<file path="src/rtl/lcc_rx_parser.sv">
// Frames the LCC UART response stream into HEADER/NUM/payload/CS packets.
// Checks each packet and holds the last good payload word for SKUT_former.
module lcc_rx_parser #(
    parameter int          BYTES   = 4,
    parameter logic [7:0]  HEADER  = 8'hA5,
    parameter logic [15:0] TIMEOUT = 16'd8064
) (
    input  logic        clk,
    input  logic        reset,
    input  logic [7:0]  iData,
    input  logic        iValid,
    input  logic        iRq,
    input  logic [7:0]  iCycle,
    output logic [31:0] oWord,
    output logic        oValid,
    output logic        oErr,
    output logic [1:0]  oErrCode,
    output logic [7:0]  oGood
);

    typedef enum logic [1:0] {S_IDLE, S_NUM, S_PAY, S_CS} state_t;

    localparam logic [1:0] LAST_IDX = 2'(BYTES - 1);
    localparam int         ALIGN_SH = 8 * (4 - BYTES);

    state_t      state, state_nxt;
    logic [7:0]  exp_num;
    logic [7:0]  sum;
    logic        num_mis;
    logic [31:0] payload;
    logic [1:0]  idx;
    logic [15:0] tmo_cnt;

    logic        ok_pulse, err_pulse;
    logic [1:0]  err_code_nxt;

    always_ff @(posedge clk or negedge reset) begin
        if (!reset) state <= S_IDLE;
        else        state <= state_nxt;
    end

    // A request always wins over a byte in the same clock; a byte always
    // wins over an expiring timeout.
    always_comb begin
        state_nxt    = state;
        ok_pulse     = 1'b0;
        err_pulse    = 1'b0;
        err_code_nxt = oErrCode;
        if (iRq) begin
            if (state != S_IDLE) begin
                state_nxt    = S_IDLE;
                err_pulse    = 1'b1;
                err_code_nxt = 2'd3;
            end
        end else if (iValid) begin
            case (state)
                S_IDLE: if (iData == HEADER) state_nxt = S_NUM;
                S_NUM:  state_nxt = S_PAY;
                S_PAY:  if (idx == LAST_IDX) state_nxt = S_CS;
                S_CS: begin
                    state_nxt = S_IDLE;
                    if (iData != sum) begin
                        err_pulse    = 1'b1;
                        err_code_nxt = 2'd0;
                    end else if (num_mis) begin
                        err_pulse    = 1'b1;
                        err_code_nxt = 2'd1;
                    end else begin
                        ok_pulse = 1'b1;
                    end
                end
                default: state_nxt = S_IDLE;
            endcase
        end else if (state != S_IDLE && tmo_cnt == TIMEOUT) begin
            state_nxt    = S_IDLE;
            err_pulse    = 1'b1;
            err_code_nxt = 2'd2;
        end
    end

    always_ff @(posedge clk or negedge reset) begin
        if (!reset) begin
            oWord    <= '0;
            oValid   <= 1'b0;
            oErr     <= 1'b0;
            oErrCode <= '0;
            oGood    <= '0;
            exp_num  <= '0;
            sum      <= '0;
            num_mis  <= 1'b0;
            payload  <= '0;
            idx      <= '0;
            tmo_cnt  <= '0;
        end else begin
            oValid <= ok_pulse;
            oErr   <= err_pulse;
            if (err_pulse) oErrCode <= err_code_nxt;
            if (ok_pulse) begin
                oWord <= payload << ALIGN_SH;
                oGood <= oGood + 8'd1;
            end

            if (iRq) exp_num <= iCycle;

            if (state_nxt == S_IDLE || iValid) tmo_cnt <= '0;
            else                               tmo_cnt <= tmo_cnt + 16'd1;

            if (!iRq && iValid) begin
                case (state)
                    S_IDLE: if (iData == HEADER) begin
                        sum     <= '0;
                        payload <= '0;
                        num_mis <= 1'b0;
                        idx     <= '0;
                    end
                    S_NUM: begin
                        sum     <= iData;
                        num_mis <= (iData != exp_num);
                        idx     <= '0;
                    end
                    S_PAY: begin
                        payload <= {payload[23:0], iData};
                        sum     <= sum + iData;
                        idx     <= idx + 2'd1;
                    end
                    default: ;
                endcase
            end
        end
    end

endmodule

</file>
<file path="config.mk">
export PLATFORM = sky130hd
export DESIGN_NAME = lcc_rx_parser
export DESIGN_NICKNAME = d
export VERILOG_FILES = /design/src/rtl/lcc_rx_parser.sv
export SDC_FILE = /design/constraint.sdc
export NUM_CORES = 1
export LEC_CHECK = 0
export CORE_MARGIN = 5
export CORE_UTILIZATION = 30
export DETAILED_ROUTE_END_ITERATION = 8
export GPL_TIMING_DRIVEN = 0
export PLACE_DENSITY = 0.54
export SKIP_LAST_GASP = 1
export SYNTH_ARGS = -nofsm -noshare
export SYNTH_HDL_FRONTEND = slang
export SYNTH_SLANG_ARGS = --single-unit
</file>
<file path="constraint.sdc">
create_clock -name clk -period 2.6 [get_ports clk]
set_input_delay 0.52 -clock clk [delete_from_list [all_inputs] [get_ports clk]]
set_output_delay 0.52 -clock clk [all_outputs]
set_load 0.005 [all_outputs]
</file>
# Word level (Yosys, flattened, before mapping)
# Index checks and enable logic that the tools add are counted.
# classes
addsub	4
n_mul	0
n_div	0
order_cmp	0
n_eq_ne	12
shifts	0
n_mux	35
bitwise_logic	0
n_reduce_logical	15
# op_table
cell	n
32-bit one-hot mux with 2 select lines	1
32-bit 2-to-1 mux	1
2-bit 2-to-1 mux	14
8-bit one-hot mux with 3 select lines	1
16-bit by 1-bit adder with 16-bit output (second input constant)	1
16-bit by 13-bit equality test with 1-bit output (second input constant)	1
16-bit 2-to-1 mux	1
8-bit != test	2
1-bit 2-to-1 mux	13
3-bit AND reduction	3
8-bit by 1-bit adder with 8-bit output (second input constant)	1
8-bit adder	1
8-bit equality test (second input constant)	1
8-bit 2-to-1 mux	1
2-bit one-hot mux with 4 select lines	1
2-bit equality test (second input constant)	3
2-bit one-hot mux with 3 select lines	1
2-bit nonzero test	3
3-bit nonzero test	2
5-bit AND reduction	1
2-bit logical NOT	2
4-bit by 1-bit != test with 1-bit output (second input constant)	1
3-bit by 1-bit != test with 1-bit output (second input constant)	1
2-bit by 1-bit adder with 2-bit output (second input constant)	1
7 further kinds	8
# totals
ff_bits	113
latch_bits	0
mem_bits_rw	0
rom_bits	0
input_bits	20
out_inout_bits	44
wordCells	78
n_memories	0

# Longest topological paths before layout
# Gate-level depths: netlist (run 1).
# depth
depth_word	8
mapped_depth	8
ltp_nobuf	7

# Least setup slack after synthesis (run 1)
# Ideal clock, no wire load.
# synth_path
kind	input-to-reg
from	input port iData[5]
to	register oWord[19]
setup_time_ns	0.130
arrival_time_ns	2.196
setup_slack_ns	0.273
stages	8
cell_sequence	ha_1 -> or4_1 -> nor4_2 -> nand3_2 -> buf_6 -> buf_2 -> nand2_1 -> o21ai_0
# synth_between
elab_chain_cells	5
# synth_lines
element	line_no	text
from (decl)	10	input logic [7:0] iData,
8-bit != test	62	if (iData != sum) begin
1-bit 2-to-1 mux	62	
1-bit 2-to-1 mux	56	case (state)
1-bit 2-to-1 mux	55	end else if (iValid) begin
1-bit 2-to-1 mux	49	if (iRq) begin
to (signal assigned)	99	oWord <= payload << ALIGN_SH;
to (decl)	14	output logic [31:0] oWord,
# No other way between the ends.
# A chain may end at the register's enable or synchronous reset.

# Final worst setup path (run 1)
# layout_path
from	input port iData[0]
to	register oWord[22]
# Same word-level chain as after synthesis.

==> impl_metrics.prom, run 1 <==
# TYPE chip_impl_metric gauge
chip_impl_info{name="outcome",value="complete, no violations"} 1
chip_impl_metric{name="clock_sink_count",unit=""} 113
chip_impl_info{name="grt_setup_unrepaired",value="false"} 1
chip_impl_metric{name="n_fill_cell",unit=""} 1677
chip_impl_metric{name="depth_of_the_worst_register_to_register_path",unit=""} 8
chip_impl_metric{name="ys_warn_count",unit=""} 0
chip_impl_metric{name="final_layout_net_count",unit=""} 644
chip_impl_metric{name="drt_iter0_markers",unit=""} 169
chip_impl_metric{name="via_count",unit=""} 4024
chip_impl_info{name="synth_ff_type",value="dfrtp_1"} 1
chip_impl_info{name="crit_path_start_kind",value="input pin"} 1
chip_impl_metric{name="critical_path_arrival",unit="ns"} 2.79
chip_impl_metric{name="grt_pass1_vias",unit=""} 4144
chip_impl_metric{name="gp_congestion",unit=""} 0.838
chip_impl_metric{name="i_o_pin_total",unit=""} 64
chip_impl_metric{name="grt-ovfl-total",unit=""} 0
chip_impl_metric{name="period_minus_slack",unit="ns"} 2.51
chip_impl_metric{name="detailed_router_iteration_count_before_antenna_repair",unit=""} 5
chip_impl_metric{name="diodes",unit=""} 0
chip_impl_info{name="min_path_type",value="in2async"} 1
chip_impl_metric{name="die_height",unit="µm"} 142
chip_impl_metric{name="cts_inserted_buffers",unit=""} 17
chip_impl_metric{name="placed_instance_area",unit="mm²"} 0.00620
chip_impl_metric{name="syn_nets",unit=""} 561
chip_impl_info{name="grt.busiest_layer",value="met2"} 1
chip_impl_metric{name="synth_area",unit="mm²"} 0.00526
chip_impl_info{name="most-common-layout-cells",value="113 x dfrtp_1, 76 x o21ai_0, 55 x clkdlybuf4s50_1"} 1
chip_impl_metric{name="global_routing_usage_on_met3",unit="%"} 3.83
chip_impl_metric{name="period_share",unit="%"} 96.6
chip_impl_metric{name="final_design_area_no_fill",unit="mm²"} 0.00677
chip_impl_metric{name="ir_drop",unit="mV"} 0.510
chip_impl_metric{name="die-area",unit="mm²"} 0.0203
chip_impl_info{name="crit_type",value="in2reg"} 1
chip_impl_metric{name="syn_inst",unit=""} 524
chip_impl_info{name="synth_area_leader_cell",value="dfrtp_1"} 1
chip_impl_metric{name="port_buffers",unit=""} 63
chip_impl_metric{name="dp.final_hpwl",unit="µm"} 9120
chip_impl_metric{name="layout-drive-gt1-share",unit="%"} 11.3
chip_impl_metric{name="cts.reportedPaths.clkPinSlew",unit="ns"} 0.05
chip_impl_metric{name="global_route_wire_length_before_repair",unit="µm"} 21200
chip_impl_info{name="crit-reg2reg-launch",value="sum[6]$_DFFE_PN0P_"} 1
chip_impl_metric{name="avgViaCountPerCell",unit=""} 4.77
chip_impl_metric{name="grt.met1_usage",unit="%"} 17.2
chip_impl_metric{name="max_cap_viol_count",unit=""} 0
chip_impl_metric{name="clock_insertion_delay_worst_skew",unit="ns"} 0.41
chip_impl_metric{name="maximum_number_of_buffers_from_clock_root_to_sink",unit=""} 2
chip_impl_metric{name="worst_clock_skew",unit="ns"} 0.00615
chip_impl_metric{name="worst_slew_pin_slew",unit="ns"} 0.614
chip_impl_metric{name="route.detailed.drc",unit=""} 0
chip_impl_metric{name="floorplan.core_area",unit="mm²"} 0.0172
chip_impl_metric{name="synth_async_sr_flop_share",unit="%"} 100
chip_impl_metric{name="area_growth",unit="%"} 28.8
chip_impl_metric{name="grt_start_max_net_pins",unit=""} 77
chip_impl_metric{name="setup_violations",unit=""} 0
chip_impl_metric{name="worst_path_largest_cell_delay",unit="ns"} 0.54
chip_impl_metric{name="cts_max_level",unit=""} 4
chip_impl_metric{name="initial_antenna_violation_count",unit=""} 0
chip_impl_metric{name="max_clock_freq",unit="MHz"} 398
chip_impl_metric{name="maxSlewHeadroom",unit="%"} 58.8
chip_impl_info{name="r2r_end",value="oWord[22]$_DFFE_PN0P_"} 1
chip_impl_info{name="cts_tree",value="built"} 1
chip_impl_metric{name="track_usage",unit="%"} 13.2
chip_impl_info{name="top_cells_by_area_in_the_synthesized_netlist",value="dfrtp_1 54%, o21ai_0 7.2%, nand3_1 4.5%"} 1
chip_impl_metric{name="drv_slew",unit=""} 0
chip_impl_info{name="mostFrequentLayoutCell",value="dfrtp_1"} 1
chip_impl_metric{name="pre_cts_ws",unit="ns"} -0.759
chip_impl_metric{name="grtUsageMet2",unit="%"} 21.1
chip_impl_metric{name="post_synthesis_sequential_area_ratio",unit="%"} 53.8
chip_impl_metric{name="hold_violations",unit=""} 0
chip_impl_metric{name="synth.top_cell.area_share",unit="%"} 53.8
chip_impl_metric{name="multi_input_comb_area",unit="mm²"} 0.00216
chip_impl_metric{name="ctsHoldBuffers",unit=""} 0
chip_impl_metric{name="critPathRequiredTime",unit="ns"} 2.88
chip_impl_metric{name="pwr_density_cell",unit="mW/mm²"} 826
chip_impl_metric{name="post-cts-setup-buffers",unit=""} 0
chip_impl_metric{name="ff2ff_setup_slack",unit="ns"} 0.13
chip_impl_metric{name="finalWorstSetupSlack",unit="ns"} 0.0881
chip_impl_metric{name="routed_wirelength",unit="µm"} 12500
chip_impl_info{name="critical_path.endpoint_type",value="register"} 1
chip_impl_metric{name="layout.area.seq",unit="mm²"} 0.00283
chip_impl_metric{name="chipWidth",unit="µm"} 142
chip_impl_metric{name="postSynthRegisterBits",unit=""} 113
chip_impl_info{name="timing.critical_path.max_delay_family",value="simple AND/OR/NAND/NOR gates"} 1
chip_impl_metric{name="std_cell_rows",unit=""} 48
chip_impl_metric{name="avgSynthCellArea",unit="µm²"} 10.0
chip_impl_metric{name="routedWlPerCell",unit="µm"} 14.9
chip_impl_metric{name="floorplan.initialDensity",unit="%"} 30.5
chip_impl_info{name="crit_chain",value="dlygate4sd2_1 -> ha_1 -> or4_1 -> nor4_2 -> nand3_2 -> buf_6 -> buf_2 -> nand2_1 -> o21ai_0"} 1
chip_impl_info{name="crit_slowest_cell",value="or4_1"} 1
chip_impl_metric{name="post_route_setup_tns",unit="ns"} 0
chip_impl_metric{name="timing.critical_path.buf_inv",unit=""} 3
chip_impl_metric{name="synthDistinctLibCells",unit=""} 53
chip_impl_metric{name="path_max_fanout",unit=""} 10
chip_impl_info{name="root_buffer_master",value="clkbuf_16"} 1
chip_impl_metric{name="power.leakage",unit="µW"} 0.00297
chip_impl_metric{name="synth_enable_flop_cells",unit=""} 0
chip_impl_metric{name="drtAntennaViolNets",unit=""} 0
[cell type report]
cell class / instances / share of cell area [%]
Tap cell: 225 / 4.16
Sequential cell: 113 / 41.8
Clock buffer: 22 / 7.00
Clock inverter: 9 / 1.22
Multi-Input combinational cell: 336 / 31.9
Buffer: 22 / 1.55
Inverter: 53 / 2.94
Timing Repair Buffer: 64 / 9.48
[worst max-delay path by stage]
stage	cells past startpoint	endpoint	start
5_1_grt	9	oWord[20]$_DFFE_PN0P_	iData[0]
3_5_place_dp	9	oWord[22]$_DFFE_PN0P_	iData[6]
4_1_cts	9	oWord[20]$_DFFE_PN0P_	iData[5]
2_1_floorplan	8	oWord[19]$_DFFE_PN0P_	iData[5]
6_report	9	oWord[22]$_DFFE_PN0P_	iData[0]
3_3_place_gp	1	tmo_cnt[3]$_DFF_PN0_	reset
[state kept, by name, indices dropped and copies added, names as in the netlist]
register / flops
exp_num: 8
idx: 2
num_mis: 1
oErr: 1
oErrCode: 2
oGood: 8
oValid: 1
oWord: 32
payload: 32
state: 2
sum: 8
tmo_cnt: 16
[logic make-up after synthesis]
logic type,count (synthesis),share of synthesized area [%]
compound gates,114,13.1
xor+xnor,31,5.16
fa+ha+maj,17,4.19
buf+inv,75,5.71
flops,113,53.8
mux,11,2.33
simple gates,163,15.8
[timing repair]
action,in CTS,in global routing
endpoints found under the setup margin,41,34
pin swaps,1,1
gates resized for setup,13,12
[report_power, final]
part           internal (µW)  leakage (µW)  switching, µW  total (µW)
combinational            496       0.00128            717        1210
sequential              2040       0.00142            162        2200
clock                   1380      0.000272            796        2180
[stage by stage]
| stage | instances | utilization, % | power, µW | hold WS [ns] |
|---|---|---|---|---|
| 5_1_grt | 844 | 39.3 | 5920 | 0.0214 |
| 3_3_place_gp | 812 | 35.8 | 3370 | 0.460 |
| 4_1_cts | 844 | 39.3 | 5660 | 0.00481 |
| 3_5_place_dp | 813 | 36.0 | 3400 | 0.443 |
| 2_1_floorplan | 524 | - | 2990 | 0.224 |
| 6_report | 844 | 39.3 | 5590 | 0.00704 |
[cell usage after synthesis, types with 2 or more instances]
cell,n
nor3_1,2
dfrtp_1,113
a21o_1,2
o21ai_0,76
nand3_1,47
a21oi_2,2
nor4bb_1,2
o22ai_1,6
nor3_2,3
buf_6,2
nand2_1,54
o2111a_1,2
or3_1,2
xnor2_1,7
or4_1,3
o21a_1,3
nor2_1,22
a22o_1,3
inv_1,53
nand4_1,6
buf_2,3
nand2b_1,2
and3_1,3
and2_1,3
ha_1,16
nor4_1,3
a21oi_1,5
nor3b_1,3
mux2_2,10
xor2_1,24
a211oi_1,5
clkbuf_1,16
[per-layer routing]
layer,vias up,routed length (µm)
met1,1956,5820
met5,-,0
met4,0,95
met2,89,5990
li1,1969,-
met3,10,639
No activity file was read; power rests on OpenSTA's default activity.
==> run 2: changes to the inputs <==
==> constraint.sdc (replaced) <==
create_clock -name clk -period 2.6 [get_ports clk]
set_input_delay 0.26 -clock clk [delete_from_list [all_inputs] [get_ports clk]]
set_output_delay 0.26 -clock clk [all_outputs]
set_load 0.005 [all_outputs]
==> run 2 against run 1 <==
Against the previous run: maximum frequency rose by 2.1%; register-to-register slack barely moved; global-route usage barely moved; cell count rose by 0.12%; count of clock-buffer cells in the layout did not move; cell area rose by 0.35%; non-clock buffer count rose by 1.
==> impl_metrics.prom, run 2 (synthesis results as in run 1) <==
# TYPE chip_impl_metric gauge
chip_impl_info{name="critical_path.endpoint_type",value="register"} 1
chip_impl_metric{name="grt-ovfl-total",unit=""} 0
chip_impl_info{name="crit_chain",value="ha_2 -> or4_1 -> nor4_2 -> nand3_2 -> buf_6 -> buf_2 -> nand2_1 -> o21ai_0"} 1
chip_impl_metric{name="path_max_fanout",unit=""} 10
chip_impl_metric{name="hold-worst-slack",unit="ns"} 0.319
chip_impl_metric{name="grt_pass1_vias",unit=""} 4152
chip_impl_info{name="min_path_type",value="in2async"} 1
chip_impl_metric{name="critPathRequiredTime",unit="ns"} 2.88
chip_impl_info{name="crit_slowest_cell",value="or4_1"} 1
chip_impl_metric{name="routed_wirelength",unit="µm"} 12500
chip_impl_info{name="crit_path_start_kind",value="register"} 1
chip_impl_metric{name="chipWidth",unit="µm"} 142
chip_impl_metric{name="die_height",unit="µm"} 142
chip_impl_metric{name="final_layout_net_count",unit=""} 645
chip_impl_metric{name="via_count",unit=""} 4030
chip_impl_metric{name="routedWlPerCell",unit="µm"} 14.8
chip_impl_metric{name="post-cts-setup-buffers",unit=""} 0
chip_impl_metric{name="floorplan.initialDensity",unit="%"} 30.5
chip_impl_metric{name="drv_slew",unit=""} 0
chip_impl_metric{name="n_fill_cell",unit=""} 1672
chip_impl_metric{name="setup_violations",unit=""} 0
chip_impl_metric{name="cts_inserted_buffers",unit=""} 17
chip_impl_metric{name="gp_congestion",unit=""} 0.838
chip_impl_metric{name="grt_start_max_net_pins",unit=""} 77
chip_impl_info{name="biggestRegsByFlops",value="oWord x32, payload x32, tmo_cnt x16"} 1
chip_impl_metric{name="ir_drop",unit="mV"} 0.510
chip_impl_info{name="cts_tree",value="built"} 1
chip_impl_metric{name="dp.final_hpwl",unit="µm"} 9120
chip_impl_metric{name="hold_violations",unit=""} 0
chip_impl_metric{name="route.detailed.drc",unit=""} 0
chip_impl_metric{name="power.leakage",unit="µW"} 0.00301
chip_impl_metric{name="drtAntennaViolNets",unit=""} 0
chip_impl_metric{name="avgViaCountPerCell",unit=""} 4.77
chip_impl_metric{name="worst_slew_pin_slew",unit="ns"} 0.614
chip_impl_metric{name="layout-drive-gt1-share",unit="%"} 10.5
chip_impl_metric{name="port_buffers",unit=""} 63
chip_impl_metric{name="multi_input_comb_area",unit="mm²"} 0.00215
chip_impl_metric{name="i_o_pin_total",unit=""} 64
chip_impl_metric{name="floorplan.core_area",unit="mm²"} 0.0172
chip_impl_info{name="crit_end",value="oWord[22]$_DFFE_PN0P_"} 1
chip_impl_metric{name="clock_insertion_delay_worst_skew",unit="ns"} 0.41
chip_impl_metric{name="power.total",unit="µW"} 5570
chip_impl_metric{name="maximum_number_of_buffers_from_clock_root_to_sink",unit=""} 2
chip_impl_metric{name="layout.area.seq",unit="mm²"} 0.00283
chip_impl_metric{name="std_cell_rows",unit=""} 48
chip_impl_metric{name="critical_path_arrival",unit="ns"} 2.74
chip_impl_info{name="outcome",value="complete, no violations"} 1
chip_impl_metric{name="die-area",unit="mm²"} 0.0203
chip_impl_metric{name="diodes",unit=""} 0
chip_impl_info{name="mostFrequentLayoutCell",value="dfrtp_1"} 1
chip_impl_metric{name="detailed_router_iteration_count_before_antenna_repair",unit=""} 5
chip_impl_info{name="most-common-layout-cells",value="113 x dfrtp_1, 76 x o21ai_0, 57 x clkdlybuf4s50_1"} 1
chip_impl_metric{name="worst_clock_skew",unit="ns"} 0.00830
chip_impl_metric{name="maxSlewHeadroom",unit="%"} 58.8
chip_impl_metric{name="period_share",unit="%"} 94.6
chip_impl_metric{name="initial_antenna_violation_count",unit=""} 0
chip_impl_metric{name="track_usage",unit="%"} 13.2
chip_impl_metric{name="cts_max_level",unit=""} 4
chip_impl_metric{name="drt_iter0_markers",unit=""} 185
chip_impl_metric{name="depth_of_the_worst_register_to_register_path",unit=""} 8
chip_impl_metric{name="max_cap_viol_count",unit=""} 0
chip_impl_metric{name="area_growth",unit="%"} 29.2
chip_impl_info{name="root_buffer_master",value="clkbuf_16"} 1
chip_impl_metric{name="pwr_density_cell",unit="mW/mm²"} 820
chip_impl_metric{name="worst_path_largest_cell_delay",unit="ns"} 0.59
chip_impl_metric{name="period_minus_slack",unit="ns"} 2.46
chip_impl_info{name="grt_setup_unrepaired",value="false"} 1
chip_impl_metric{name="global_route_wire_length_before_repair",unit="µm"} 21300
chip_impl_info{name="launching_element_of_the_worst_setup_path",value="sum[6]$_DFFE_PN0P_"} 1
chip_impl_info{name="r2r_end",value="oWord[22]$_DFFE_PN0P_"} 1
chip_impl_metric{name="max_clock_freq",unit="MHz"} 407
chip_impl_metric{name="clock_sink_count",unit=""} 113
chip_impl_info{name="crit-reg2reg-launch",value="sum[6]$_DFFE_PN0P_"} 1
chip_impl_metric{name="cts.reportedPaths.clkPinSlew",unit="ns"} 0.05
chip_impl_info{name="crit_type",value="reg2reg"} 1
chip_impl_metric{name="ff2ff_setup_slack",unit="ns"} 0.14
==> run 2: worst min-delay path by stage <==
stage                                    start                     end  slack (ns)  depth (start not counted)
after detailed placement                 reset    oGood[5]$_DFFE_PN0P_        0.18                          1
final                                    reset    oGood[5]$_DFFE_PN0P_        0.32                          2
after CTS                                reset    oGood[5]$_DFFE_PN0P_        0.32                          2
after floorplan                          reset  exp_num[0]$_DFFE_PN0P_       -0.04                          0
after global placement    oGood[7]$_DFFE_PN0P_    oGood[7]$_DFFE_PN0P_        0.46                          1
after global routing                  iData[0]  payload[0]$_DFFE_PN0P_        0.31                          3
==> run 2: layout make-up <==
type	count	area share [%]
multi-input cells	336	31.6
flip-flops and latches	113	41.6
inverters	53	2.93
clock buffers	22	6.98
clock inverters	9	1.22
repair buffers	65	9.98
well taps	225	4.14
plain buffers	22	1.55
==> run 2: power by group <==
group / internal, µW / total (µW) / switching [µW]
Combinational: 488 / 1200 / 715
Clock: 1380 / 2170 / 793
Sequential: 2040 / 2200 / 158
Total: 3910 / 5570 / 1670
==> run 2: critical path: cells and delay by family (launching register included) <==
| family | cells | cell delay [ns] |
|---|---|---|
| simple gates | 4 | 1.16 |
| buf+inv | 2 | 0.39 |
| flops | 1 | 0.38 |
| fa+ha+maj | 1 | 0.32 |
| compound gates | 1 | 0.07 |
==> run 2: what timing repair did <==
action                     in CTS  in global routing
hold endpoints to repair       37                  0
pin swaps                       1                  1
hold buffers                    1                  0
gates resized for setup         3                 11
setup endpoints to repair      27                 35
==> run 2: layer usage <==
metal / wire, µm / global-route usage (%) / up-vias
li1: - / - / 1972
met1: 5760 / 17.2 / 1952
met2: 5960 / 21.2 / 95
met3: 689 / 3.80 / 11
met4: 99 / 4.15 / 0
met5: 0 / 0 / -
==> run 2: per-stage QoR <==
step	TNS [ns]	instance area, µm²	cells	utilization (%)	worst slack (ns)
detailed placement	-20.01	6200	813	36.0	-0.499
global route	0	6800	845	39.4	0.0110
CTS	0	6780	845	39.3	0.0208
floorplan	0	5260	524	-	0.442
global placement	-369.65	6170	812	35.8	-3.12
finish	0	6800	845	39.4	0.140
==> run 3: changes to the inputs <==
- CTS_CLUSTER_DIAMETER: not set -> 30
- SLEW_MARGIN: not set -> 20
==> results of run 3 <==
Final layout, timing and power as in run 2 (identical DEF).
==> variant 1 (settings of run 2) <==
Register the inputs `iData`, `iValid`, `iRq` and `iCycle` before use, without a reset. The logic sees them one clock later.
--- a/src/rtl/lcc_rx_parser.sv
+++ b/src/rtl/lcc_rx_parser.sv
@@ -23,6 +23,18 @@
     localparam logic [1:0] LAST_IDX = 2'(BYTES - 1);
     localparam int         ALIGN_SH = 8 * (4 - BYTES);
 
+    logic [7:0] iData_q;
+    logic iValid_q;
+    logic iRq_q;
+    logic [7:0] iCycle_q;
+
+    always_ff @(posedge clk) begin
+        iData_q  <= iData;
+        iValid_q <= iValid;
+        iRq_q    <= iRq;
+        iCycle_q <= iCycle;
+    end
+
     state_t      state, state_nxt;
     logic [7:0]  exp_num;
     logic [7:0]  sum;
@@ -46,20 +58,20 @@
         ok_pulse     = 1'b0;
         err_pulse    = 1'b0;
         err_code_nxt = oErrCode;
-        if (iRq) begin
+        if (iRq_q) begin
             if (state != S_IDLE) begin
                 state_nxt    = S_IDLE;
                 err_pulse    = 1'b1;
                 err_code_nxt = 2'd3;
             end
-        end else if (iValid) begin
+        end else if (iValid_q) begin
             case (state)
-                S_IDLE: if (iData == HEADER) state_nxt = S_NUM;
+                S_IDLE: if (iData_q == HEADER) state_nxt = S_NUM;
                 S_NUM:  state_nxt = S_PAY;
                 S_PAY:  if (idx == LAST_IDX) state_nxt = S_CS;
                 S_CS: begin
                     state_nxt = S_IDLE;
-                    if (iData != sum) begin
+                    if (iData_q != sum) begin
                         err_pulse    = 1'b1;
                         err_code_nxt = 2'd0;
                     end else if (num_mis) begin
@@ -100,27 +112,27 @@
                 oGood <= oGood + 8'd1;
             end
 
-            if (iRq) exp_num <= iCycle;
+            if (iRq_q) exp_num <= iCycle_q;
 
-            if (state_nxt == S_IDLE || iValid) tmo_cnt <= '0;
+            if (state_nxt == S_IDLE || iValid_q) tmo_cnt <= '0;
             else                               tmo_cnt <= tmo_cnt + 16'd1;
 
-            if (!iRq && iValid) begin
+            if (!iRq_q && iValid_q) begin
                 case (state)
-                    S_IDLE: if (iData == HEADER) begin
+                    S_IDLE: if (iData_q == HEADER) begin
                         sum     <= '0;
                         payload <= '0;
                         num_mis <= 1'b0;
                         idx     <= '0;
                     end
                     S_NUM: begin
-                        sum     <= iData;
-                        num_mis <= (iData != exp_num);
+                        sum     <= iData_q;
+                        num_mis <= (iData_q != exp_num);
                         idx     <= '0;
                     end
                     S_PAY: begin
-                        payload <= {payload[23:0], iData};
-                        sum     <= sum + iData;
+                        payload <= {payload[23:0], iData_q};
+                        sum     <= sum + iData_q;
                         idx     <= idx + 2'd1;
                     end
                     default: ;
Behaviour: not the same (a bounded check fails within 4 cycles, from zero or initial values and one cycle with reset low).
==> variant 1 against run 2 <==
Non-clock buffer count up 2. Setup slack better by 20 ps. Design area up 3.8%. Area after synthesis up 3.4%. Sequential cell count up 18. Maximum frequency up 0.83%. Wire length down 3.4%. Critical path type unchanged. Highest routed layer unchanged.
Power is not compared: it rests on default switching activity, and its combinational part moved more than twofold at a synthesized area within 25%.
==> variant 1: results (changes against run 2) <==
outcome finished, final reports clean; clk_skew 9.99 ps (+1.69 ps); register area share after synthesis 0.586 (+0.0486); pin count of the biggest net entering global routing 85 (+10%); final hold violations 0 (unchanged); number of diodes 0 (unchanged); R2R depth 8 (unchanged); met3 global-route usage 0.0377 (-0.000272); GR Layer Usage met2 0.197 (-0.0156); synth warn 0 (unchanged); Finished Cell Area 0.00706 sq mm (+3.8%); Hold Path Depth 1; most frequent cells after synthesis 123 x nand2_1, 113 x dfrtp_1, 38 x a22o_1, 24 x nor2_1; Lkg Pwr 3.22 nW; Max-slew headroom 0.590 (+0.00289); vias in the first global route 3923 (-5.5%); met1 usage 0.164 (-0.00858); Post-Syn Nets 532 (-5.2%); switch share 0.213; # fillers 1730 (+3.5%); CP max FO 10 (unchanged); ys async rst share 0.863 (-0.137); Port-buffer cells 63 (unchanged); VDD IR max 0.437 mV; via/cell ratio 4.76 (-0.19%); clock slew at reported path FFs 60 ps; nets 621 (-3.7%); Hold Path Class in -> reg; Setup Viol. Count Final 0 (unchanged); Num CTS Buffers 17 (unchanged); Place WS -133 ps (+366 ps); Placer Congestion 0.862 (+2.8%); Largest regs oWord x32, payload x32, tmo_cnt x16; Synth Instances 495 (-5.5%); CTS root buffer clkbuf_16; Skew-Pair Late Insertion Delay 410 ps (about the same); first-pass GRT wire length 20300 um (-4.4%); Distinct cells, synth 51 (-3.8%); H-tree depth 4 (unchanged); dpl cell area 0.00638 sq mm (+3.0%); Area contributors post-synth dfrtp_1 52%, nand2_1 8.5%, dfxtp_1 6.6%; Initial DRT Pass Iterations 4 (-1); Synth Flop Type dfrtp_1; initial antenna violation count 0 (unchanged); All-Layer GR Usage 0.125 (-0.00714); clk buf depth 2 (unchanged); share of cells above drive strength 1 0.107 (+0.00254); final wirelength 12100 um (-3.4%); DP HPWL 8600 um (-5.7%); Initial DRC Count 252 (+36%); Arr. time, crit path 2730 ps (about the same)
## variant 1: cell types whose count changed in the layout (fill, tap and decap cells not counted), sizes merged, moves of 5 or more
cell           delta
nand3            -39
xnor2             +6
dfxtp            +18
o31ai             +5
o22ai             -5
nand2            +69
clkdlybuf4s50     +5
inv              -43
buf               +6
a22o             +35
xor2              -6
o21ai            -69
## variant 1: power by group through the flow
stage | sequential (mW) | combinational (mW) | clock (mW)
2_1_floorplan | 2.14 | 0.105 | 0
3_3_place_gp | 2.15 | 0.221 | 0
3_5_place_dp | 2.15 | 0.230 | 0
4_1_cts | 2.12 | 0.233 | 2.37
5_1_grt | 2.12 | 0.261 | 2.47
6_report | 2.12 | 0.232 | 2.31
## variant 1: worst paths after layout
path	start	end	slack, ps
worst max register to register	iData_q[4]	oGood[5]	160
max in group asynchronous	reset	oWord[10]	1590
worst max-delay path	iData_q[4]	oGood[5]	160
worst min-delay path	iData[3]	iData_q[3]	280
worst min register to register	iCycle_q[3]	exp_num[3]	460
min in group asynchronous	reset	tmo_cnt[11]	290
## variant 1: area by class of cell
type | instances | area share
Buffer | 19 | 0.0128
Clock buffer | 23 | 0.0677
Clock inverter | 8 | 0.0145
Inverter | 11 | 0.00585
Multi-Input combinational cell | 334 | 0.305
Sequential cell | 131 | 0.453
Tap cell | 229 | 0.0406
Timing Repair Buffer | 70 | 0.100
## variant 1: timing repair
item                                    CTS  global route
resized for setup                         6             6
pin swaps                                 0             3
cloned                                    0             0
endpoints found under the setup margin   44            33
buffers inserted                          0             5
hold buffers                              1             0
endpoints found under the hold margin    29             0
## variant 1: cells by family after synthesis
group | share of synthesized area
flip-flops | 0.586
XOR/XNOR | 0.0499
adder cells (fa/ha/maj) | 0.0405
multiplexers | 0.0184
buffers and inverters | 0.0237
AND/OR/NAND/NOR | 0.165
AO/OA/AOI/OAI | 0.116
## variant 1: metal layers
layer | vias up | wire length [um]
li1 | 1913 | -
met1 | 1923 | 5590
met2 | 80 | 5760
met3 | 11 | 575
met4 | 0 | 152
met5 | - | 0
## variant 1: critical path, stage by stage (launching register included)
cell	delay (ps)
dfxtp_2	360
ha_1	380
or3_1	460
nor4_4	360
nand3_4	170
inv_2	120
buf_6	150
nand4_1	140
xnor2_2	170
## variant 1: metrics by stage
stage               TNS, ps  std cells
floorplan                 0        495
global placement    -353490        787
detailed placement    -2140        788
CTS                       0        820
global route              0        825
finish                    0        825
==> variant 2 (config.mk and constraints of run 2) <==
Without the edit above. `TIMEOUT`: 16'd8064 -> 16'd4096.
--- a/src/rtl/lcc_rx_parser.sv
+++ b/src/rtl/lcc_rx_parser.sv
@@ -3,7 +3,7 @@
 module lcc_rx_parser #(
     parameter int          BYTES   = 4,
     parameter logic [7:0]  HEADER  = 8'hA5,
-    parameter logic [15:0] TIMEOUT = 16'd8064
+    parameter logic [15:0] TIMEOUT = 16'd4096
 ) (
     input  logic        clk,
     input  logic        reset,
Function: no difference found for any inputs over 4 cycles, from zero or initial values and one cycle with reset low; that may be too few to reach the edited logic, so the function may still have changed.
==> variant 2 against run 2 <==
Setup slack better by 24 ps. Wire length up 1.9%. Hold slack worse by 23 ps. Sequential cell count unchanged. Design area up 0.39%. Synthesized cell count up 0.38%. Area after synthesis up 1.7%. Global-route usage about the same. Via count up 1.0%. Highest routed layer unchanged.
Power is not compared: it rests on default switching activity, and its combinational part moved more than twofold at a synthesized area within 25%.
==> variant 2: results (changes against run 2) <==
met3 WL 641 um (-7.0%); R2R depth 8 (unchanged); Largest regs oWord x32, payload x32, tmo_cnt x16; register area share after synthesis 0.529 (-0.00894); dpl cell area 0.00628 sq mm (+1.3%); slowest CP cell or4_4; worst slew pin tran 622 ps (+7.76 ps); clock buf count 26 (+18%); Layout clock area frac 0.0761 (-0.00582); multi-input gates 341 (+1.5%); share of cells above drive strength 1 0.124 (+0.0192); Seq area share 0.415 (-0.00160); All-Layer GR Usage 0.132 (about the same); WL/cell 15.1 um (+1.7%); met1 usage 0.172 (-0.000433); via/cell ratio 4.81 (+0.92%); DP HPWL 9130 um (+0.10%); Multi-input gate area 0.00220 sq mm (+2.3%); die area 0.0206 sq mm (+1.6%); Placer Congestion 0.842 (+0.49%); Initial DRC Count 337 (+82%); nets 646 (+0.16%); GR Layer Usage met2 0.208 (-0.00445); most frequent cells after synthesis 113 x dfrtp_1, 52 x nand2_1, 46 x inv_1, 46 x o21ai_0, 43 x nand3_1; Non-clk bufs 89 (+2.3%); first-pass GRT wire length 21300 um (+0.30%); Arr. time, crit path 2710 ps (-30 ps); fraction of area in non-clock buffers 0.120 (+0.00506); mux contribution to synthesized area 0.0257 (+0.00242); met1 wire length 5770 um (+0.14%); outcome finished, final reports clean; met3 global-route usage 0.0396 (+0.00163); Area contributors post-synth dfrtp_1 53%, o21ai_0 4.3%, nand3_1 4.0%; pin count of the biggest net entering global routing 81 (+5.2%); # fillers 1731 (+3.5%); Post-Synth Adder-Cell Area 0.0412 (-0.000696); Synth Area in XOR/XNOR 0.0524 (+0.000780); Met2 Wirelength 6130 um (+2.8%); Port-buffer cells 62 (-1.6%); max incr delay on CP 570 ps (-20 ps)
[variant 2: path summary, 6_finish.rpt]
check | from | endpoint
max | iData[2] | oWord[21]
min | reset | oWord[26]
max reg2reg | sum[2] | oWord[21]
min reg2reg | oWord[13] | oWord[13]
max in group asynchronous | reset | sum[5]
min in group clk | iData[5] | payload[5]
[variant 2: power by group]
group	leakage, nW	switching (mW)	internal, mW
registers	1.39	0.0308	1.81
clock network	0.250	0.768	1.28
logic	1.35	0.121	0.0968
[variant 2: stage by stage]
stage	std cells	total power, mW	utilization	hold slack, ps	setup WS (ps)
detailed placement	814	2.09	0.360	171	-445
global placement	813	2.08	0.359	463	-3110
floorplan	526	1.96	-	-35.6	399
finish	846	4.11	0.392	296	165
CTS	846	4.16	0.391	302	49.7
global route	846	4.27	0.392	322	7.93
